File: config.mk
export PLATFORM = sky130hd
export DESIGN_NAME = alt_enable
export DESIGN_NICKNAME = d
export VERILOG_FILES = /design/src/rtl/alt_enable_pkg.sv /design/src/rtl/alt_enable.sv
export SDC_FILE = /design/constraint.sdc
export NUM_CORES = 1
export LEC_CHECK = 0
export ABC_AREA = 1
export BUFFER_PORTS_ARGS = -buffer_cell sky130_fd_sc_hd__buf_2
export CORE_MARGIN = 4
export CORE_UTILIZATION = 25
export CTS_CLUSTER_SIZE = 30
export DETAILED_ROUTE_END_ITERATION = 12
export PLACE_DENSITY_LB_ADDON = 0.08
export SKIP_LAST_GASP = 1
export SYNTH_ARGS = -nofsm -noshare
export SYNTH_HDL_FRONTEND = slang
export SYNTH_SLANG_ARGS = --single-unit
File: constraint.sdc
create_clock -name clk -period 2.85 [get_ports clk]
set_input_delay 0.285 -clock clk [delete_from_list [all_inputs] [get_ports clk]]
set_output_delay 0.285 -clock clk [all_outputs]
set_load 0.02 [all_outputs]
File: src/rtl/alt_enable_pkg.sv
// ============================================================================
// alt_enable_pkg : shared RAM/width defaults and FSM state type for alt_enable.
// Revision 1.0
// ============================================================================
`default_nettype none

`ifndef ADDRESS_BITS
`define ADDRESS_BITS 8
`endif
`ifndef DATA_BITS
`define DATA_BITS 16
`endif
`ifndef RAM_READ
`define RAM_READ 1'b0
`endif
`ifndef RAM_WRITE
`define RAM_WRITE 1'b1
`endif

package alt_enable_pkg;

    localparam int ALT_STATE_W = 3;

    typedef logic [ALT_STATE_W-1:0] alt_state_t;

endpackage

`default_nettype wire

File: src/rtl/alt_enable.sv
// ============================================================================
// alt_enable : serial enable of an alternation set against a single-port RAM.
// Optional feature: define ALT_GUARD_EN to add the per-entry guardMask port.
// Revision 1.0
// ============================================================================
`default_nettype none

module alt_enable
    import alt_enable_pkg::*;
#(
    parameter int addrBits    = `ADDRESS_BITS,
    parameter int dataBits    = `DATA_BITS,
    parameter int maxChannels = 8,
    localparam int idxBits    = $clog2(maxChannels + 1)
) (
    input  logic                   clk,
    input  logic                   reset,
    input  logic                   start,
    input  logic [addrBits-1:0]    listBase,
    input  logic [idxBits-1:0]     count,
    input  logic [addrBits-1:0]    rxPid,
`ifdef ALT_GUARD_EN
    input  logic [maxChannels-1:0] guardMask,
`endif
    output logic                   finished,
    output logic                   busy,
    output logic                   rxCanReceive,
    output logic [idxBits-1:0]     readyIndex,
    output logic [addrBits-1:0]    address,
    output logic                   readWriteMode,
    output logic [dataBits-1:0]    dataIn,
    input  logic [dataBits-1:0]    dataOut
);

    localparam logic [2:0] S_IDLE    = 3'd0;
    localparam logic [2:0] S_FETCH   = 3'd1;
    localparam logic [2:0] S_LATCH   = 3'd2;
    localparam logic [2:0] S_READ    = 3'd3;
    localparam logic [2:0] S_DECIDE  = 3'd4;
    localparam logic [2:0] S_WRITE_0 = 3'd5;
    localparam logic [2:0] S_WRITE_1 = 3'd6;
    localparam logic [2:0] S_DONE    = 3'd7;

    alt_state_t            state_q,        state_d;
    logic [addrBits-1:0]   listBase_q,     listBase_d;
    logic [idxBits-1:0]    count_q,        count_d;
    logic [addrBits-1:0]   rxPid_q,        rxPid_d;
    logic [idxBits-1:0]    i_q,            i_d;
    logic [addrBits-1:0]   channel_q,      channel_d;
    logic [dataBits-1:0]   tx_q,           tx_d;
    logic                  rxCanReceive_q, rxCanReceive_d;
    logic [idxBits-1:0]    readyIndex_q,   readyIndex_d;

    logic [idxBits-1:0]    iNext;
    logic                  entryEnabled;

    assign iNext = i_q + idxBits'(1);

`ifdef ALT_GUARD_EN
    logic [maxChannels-1:0] guard_q, guard_d;
    logic [maxChannels-1:0] guardShifted;

    assign guardShifted = guard_q >> i_q;
    assign entryEnabled = guardShifted[0];
`else
    assign entryEnabled = 1'b1;
`endif

    always_comb begin
        state_d        = state_q;
        listBase_d     = listBase_q;
        count_d        = count_q;
        rxPid_d        = rxPid_q;
        i_d            = i_q;
        channel_d      = channel_q;
        tx_d           = tx_q;
        rxCanReceive_d = rxCanReceive_q;
        readyIndex_d   = readyIndex_q;
`ifdef ALT_GUARD_EN
        guard_d        = guard_q;
`endif
        address        = '0;
        readWriteMode  = `RAM_READ;
        dataIn         = '0;

        case (state_q)
            S_IDLE: begin
                if (start) begin
                    listBase_d     = listBase;
                    count_d        = count;
                    rxPid_d        = rxPid;
`ifdef ALT_GUARD_EN
                    guard_d        = guardMask;
`endif
                    i_d            = '0;
                    rxCanReceive_d = 1'b0;
                    readyIndex_d   = '0;
                    state_d        = (count == '0) ? S_DONE : S_FETCH;
                end
            end
            S_FETCH: begin
                if (entryEnabled) begin
                    address = listBase_q + addrBits'(i_q);
                    state_d = S_LATCH;
                end else begin
                    // Guarded-off entry: skip without touching the RAM
                    i_d     = iNext;
                    state_d = (iNext < count_q) ? S_FETCH : S_DONE;
                end
            end
            S_LATCH: begin
                channel_d = dataOut[addrBits-1:0];
                address   = dataOut[addrBits-1:0];
                state_d   = S_READ;
            end
            S_READ: begin
                address = channel_q;
                tx_d    = dataOut;
                state_d = S_DECIDE;
            end
            S_DECIDE: begin
                address = channel_q;
                if (tx_q != '0) begin
                    rxCanReceive_d = 1'b1;
                    readyIndex_d   = i_q;
                    state_d        = S_DONE;
                end else begin
                    state_d        = S_WRITE_0;
                end
            end
            S_WRITE_0: begin
                address       = channel_q;
                readWriteMode = `RAM_WRITE;
                dataIn        = dataBits'(rxPid_q);
                state_d       = S_WRITE_1;
            end
            S_WRITE_1: begin
                address       = channel_q;
                readWriteMode = `RAM_WRITE;
                dataIn        = dataBits'(rxPid_q);
                i_d           = iNext;
                state_d       = (iNext < count_q) ? S_FETCH : S_DONE;
            end
            S_DONE: begin
                state_d = S_IDLE;
            end
            default: begin
                state_d = S_IDLE;
            end
        endcase
    end

    always_ff @(posedge clk or negedge reset) begin
        if (!reset) begin
            state_q        <= S_IDLE;
            listBase_q     <= '0;
            count_q        <= '0;
            rxPid_q        <= '0;
            i_q            <= '0;
            channel_q      <= '0;
            tx_q           <= '0;
            rxCanReceive_q <= 1'b0;
            readyIndex_q   <= '0;
`ifdef ALT_GUARD_EN
            guard_q        <= '0;
`endif
        end else begin
            state_q        <= state_d;
            listBase_q     <= listBase_d;
            count_q        <= count_d;
            rxPid_q        <= rxPid_d;
            i_q            <= i_d;
            channel_q      <= channel_d;
            tx_q           <= tx_d;
            rxCanReceive_q <= rxCanReceive_d;
            readyIndex_q   <= readyIndex_d;
`ifdef ALT_GUARD_EN
            guard_q        <= guard_d;
`endif
        end
    end

    assign finished     = (state_q == S_DONE);
    assign busy         = (state_q != S_IDLE);
    assign rxCanReceive = rxCanReceive_q;
    assign readyIndex   = readyIndex_q;

endmodule

`default_nettype wire

* After elaboration in Yosys (flattened, before gate mapping)
Cells that the tools add are included.
** Word-level totals
- Register bits after elaboration :: 56
- Bits in latches :: 0
- Bits in writable memories :: 0
- Memory bits (read-only) :: 0
- Input bits :: 39
- Output and inout bits :: 32
- Word-level logic and storage cells :: 47
- Memories kept :: 0
** Cells by class
- $add $sub $neg :: 2
- $mul :: 0
- Div/mod/pow operators :: 0
- Order comparisons :: 1
- Equality and inequality tests :: 9
- Shift operators :: 0
- Muxes and demuxes :: 15
- Bitwise logic cells :: 0
- Reduce and logical (&&, ||, !) cells :: 11
** Operators with widths (number)
- $pmux W3 S8 :: 1
- $pmux W8 S3 :: 1
- $pmux W4 S2 :: 2
- $reduce_bool A16 Y1 :: 1
- $eq A3 B3 Y1 const B :: 4
- $mux W3 :: 3
- $add A8 B4 Y8 :: 1
- $mux W4 :: 2
- $mux W8 :: 1
- $eq A3 B2 Y1 const B :: 2
- $add A4 B1 Y4 const B :: 1
- $logic_not A4 Y1 :: 1
- $lt A4 B4 Y1 :: 1
- $ne A2 B2 Y1 const B :: 2
- $reduce_and A2 Y1 :: 2
- $reduce_bool A2 Y1 :: 2
- $reduce_or A4 Y1 :: 1
- $eq A3 B1 Y1 const B :: 1
- $logic_not A3 Y1 :: 1
- $mux W1 :: 3
- $reduce_and A3 Y1 :: 1
- $reduce_bool A3 Y1 :: 1
- $mux W2 :: 1
- $pmux W1 S2 :: 1
- $reduce_or A2 Y1 :: 1

* Longest topological paths before layout
- Depth in word-level cells :: 4
- Depth in mapped cells :: 9
- Depth with buffers taken out :: 9

* Worst setup path after synthesis
No wires, ideal clock.
- Kind :: register to output
- Start :: register i_q[0]
- End :: output address[4]
- Arrival time :: 1.767 ns
- Required time :: 2.565 ns
- Path slack :: 0.798 ns
- Cell stages (with the launch flop) :: 7
- Path buffers :: 0
- Cells stage by stage :: dfrtp_1 > ha_1 > fa_1 > nand3_1 > nand2_1 > xnor2_1 > o21ai_0
** Between the ends
- Word-level cells in the longest chain between the ends :: 2
** RTL lines
- start: declaration :: RTL line alt_enable.sv:48 : logic [idxBits-1:0] i_q, i_d;
- start signal: assignment :: RTL line alt_enable.sv:172 : i_q <= i_d;
- $add A8 B4 Y8 :: RTL line alt_enable.sv:103 : address = listBase_q + addrBits'(i_q);
- $pmux W8 S3 :: RTL line alt_enable.sv:86 : case (state_q)
- end: declaration :: RTL line alt_enable.sv:29 : output logic [addrBits-1:0] address,
Every way passes these cells.

* Final worst setup path
Ends and elaborated chain as after synthesis.

==> flow_summary.toml <==
[floorplan]
start_util = 0.2552
design.die.area_um2 = 13390
fp.dieH_um = 115.7
die_w_um = 115.7
core.rowCount = 39
boundaryPins = 71
core_um2 = 11370

[power]
vdd_drop_max_v = 0.0003192
p_leak_nw = 1.844
powerDensity_nw_per_um2 = 1049
total_power_mw = 3.652

[synthesis]
yosysSeqAreaShare = 0.4830
yosysMostFrequentCell = "nand2_1"
synth_common_cells = "nand2_1, dfrtp_1, inv_1, nor2_1, o21ai_0"
synth_warnings = 0
async_reset_ff_frac = 1.000
netlist_area_um2 = 2902
synth_area_leader_cell = "dfrtp_1"
synth.avg_cell_area_um2 = 8.435
synth_edf_count = 0
yosysTopAreaCellShare = 0.4830
ys.flop_type = "dfrtp_1"
ys_types = 31
synthTopCellsByArea = "dfrtp_1, nand2_1, inv_1"
yosys_register_bits = 56
syn_inst = 344

[placement]
io_buffer_count = 62
gp_congestion = 0.7556
hpwl_um = 5317
place_inst = 544

[min_path]
hold_path_class = "input port to asynchronous set/reset pin"

[timing]
fin_crit_sh = 0.8279
slew_viol_final = 0
relSlewSlack = 0.4893
setup-violations-final = 0
fin_crit_ps = 2360
tns_ps = 0
rsz0062_at_grt = "false"
hold_viol_final = 0
worst_pin_slew_ps = 766.1
fmax_ghz = 0.4238
hold_slack_ps = 147.8
skew_ps = 5.779

[clock_tree]
cts_buffers = 5
root_buffer = "clkbuf_16"
cts_max_level = 2
clk_path_buf_depth = 2
path_clk_slew_ps = 70
cts-hold-fix-buffers = 0
cts_tree = "built"
clock_latency_ps = 290
postCtsSetupRepairBufs = 0
cts.sinks = 56
ctsResizeCount = 0

[detailed_routing]
wirelength_um = 7065
wl_per_cell_um = 12.80
vias_per_cell = 4.194
first_pass_iters = 4
drc = 0
via_count = 2315
detail_route.iter0.violations = 76
ant_nets = 0

[global_routing]
grt_max_degree = 57
overflow = 0
grt_pass1_wl_um = 11610
grt_use_total = 0.1102
first_global_vias = 2371
antenna_found_initial = 1

[setup_path]
end_kind = "output pin"
cp.required_ps = 2570
critPathSlowestCell = "dfrtp_1"
cp_slowest_stage_delay_ps = 430
worstRegToRegCells = 7
crit_chain = "ha_1, fa_1, nand3_1, nand2_1, xnor2_1, o21ai_0, buf_2"
r2r_slack_ps = 1030
crit_type = "register to output pin"
arrival_ps = 2070
start_kind = "register"
critPathMaxFanout = 5

[outcome]
run_status = "finished clean"

[layout]
nNetsFinal = 456
fin_cells = 552
final_util = 0.3060
n_antenna_cell = 0
drive_gt1_frac = 0.2445
area_growth_pct = 19.92

[flow_run]
maxCapViolCount = 0
==> worst max-delay path, delay by kind of cell (launching register included) <==
family	cells	cell delay, ps
compound gates	1	190
xor+xnor	1	130
fa+ha+maj	2	660
buf+inv	1	200
flops	1	430
simple gates	2	170
==> cells by family (layout without fill, tap and decap cells) <==
logic type / after synthesis / after routing / synth area share
AOI/OAI and AO/OA: 42 / 42 / 0.07805
other: 1 / 8 / 0.001292
adders and majority gates: 9 / 9 / 0.04140
xor gates and xnor gates: 3 / 3 / 0.009057
DFF: 56 / 56 / 0.4830
and+or+nand+nor: 164 / 164 / 0.2415
buffers and inverters: 56 / 114 / 0.09012
muxes: 13 / 13 / 0.05563
==> path summary, 6_finish.rpt <==
check | from | endpoint
max | i_q[0]$_DFFE_PN0P_ | address[4]
min | reset | tx_q[6]$_DFFE_PN0P_
max reg2reg | state_q[0]$_DFFE_PN0P_ | state_q[1]$_DFFE_PN0P_
min reg2reg | readyIndex[1]$_DFFE_PN0P_ | readyIndex[1]$_DFFE_PN0P_
max in group asynchronous | reset | readyIndex[2]$_DFFE_PN0P_
min in group clk | listBase[0] | listBase_q[0]$_DFFE_PN0P_
==> cell type report <==
class / instances / area [µm²]
fillers: 1246 / 7890
well taps: 143 / 178.9
clock inverters: 3 / 18.77
inverters: 40 / 150.1
multi-input cells: 239 / 1265
clock buffers: 5 / 125.1
repair buffers: 66 / 340.3
flip-flops and latches: 56 / 1401
==> report_power, final <==
part           switching (mW)  leakage [nW]  internal [mW]
clock network           0.294        0.0736          0.325
registers               0.212         0.691           1.15
logic                    1.05          1.08          0.625
==> stage by stage <==
step           area (µm²)  worst slack [ps]
6_report             3480             490.4
5_1_grt              3480             318.2
4_1_cts              3480             462.9
3_5_place_dp         3336             779.5
3_3_place_gp         3336             817.2
2_1_floorplan        2928             798.2
==> metal layers <==
| layer | wire (µm) | vias to the layer above | part of all wire | global-route usage |
|---|---|---|---|---|
| met2 | 2967 | 53 | 0.42 | 0.1732 |
| met5 | 7 | - | 0.00099 | 0 |
| met1 | 3600 | 1047 | 0.51 | 0.1499 |
| li1 | - | 1206 | - | - |
| met4 | 70 | 2 | 0.0099 | 0.03016 |
| met3 | 419 | 7 | 0.059 | 0.03081 |
==> cell usage in the layout, fill, tap and decap left out, drive strengths merged, types with 9 or more instances in the layout <==
master / count
a21oi: 9
buf: 66
dfrtp: 56
inv: 40
mux2: 13
nand2: 101
nand3: 19
nor2: 31
o21ai: 27
==> state kept, by name, summed over array words and instances, names as in the netlist, 3 cells and up <==
name        cells
channel_q       8
count_q         4
state_q         3
i_q             4
listBase_q      8
rxPid_q         8
tx_q           16
readyIndex      4
Note: power is estimated with default switching activity, not from simulation.
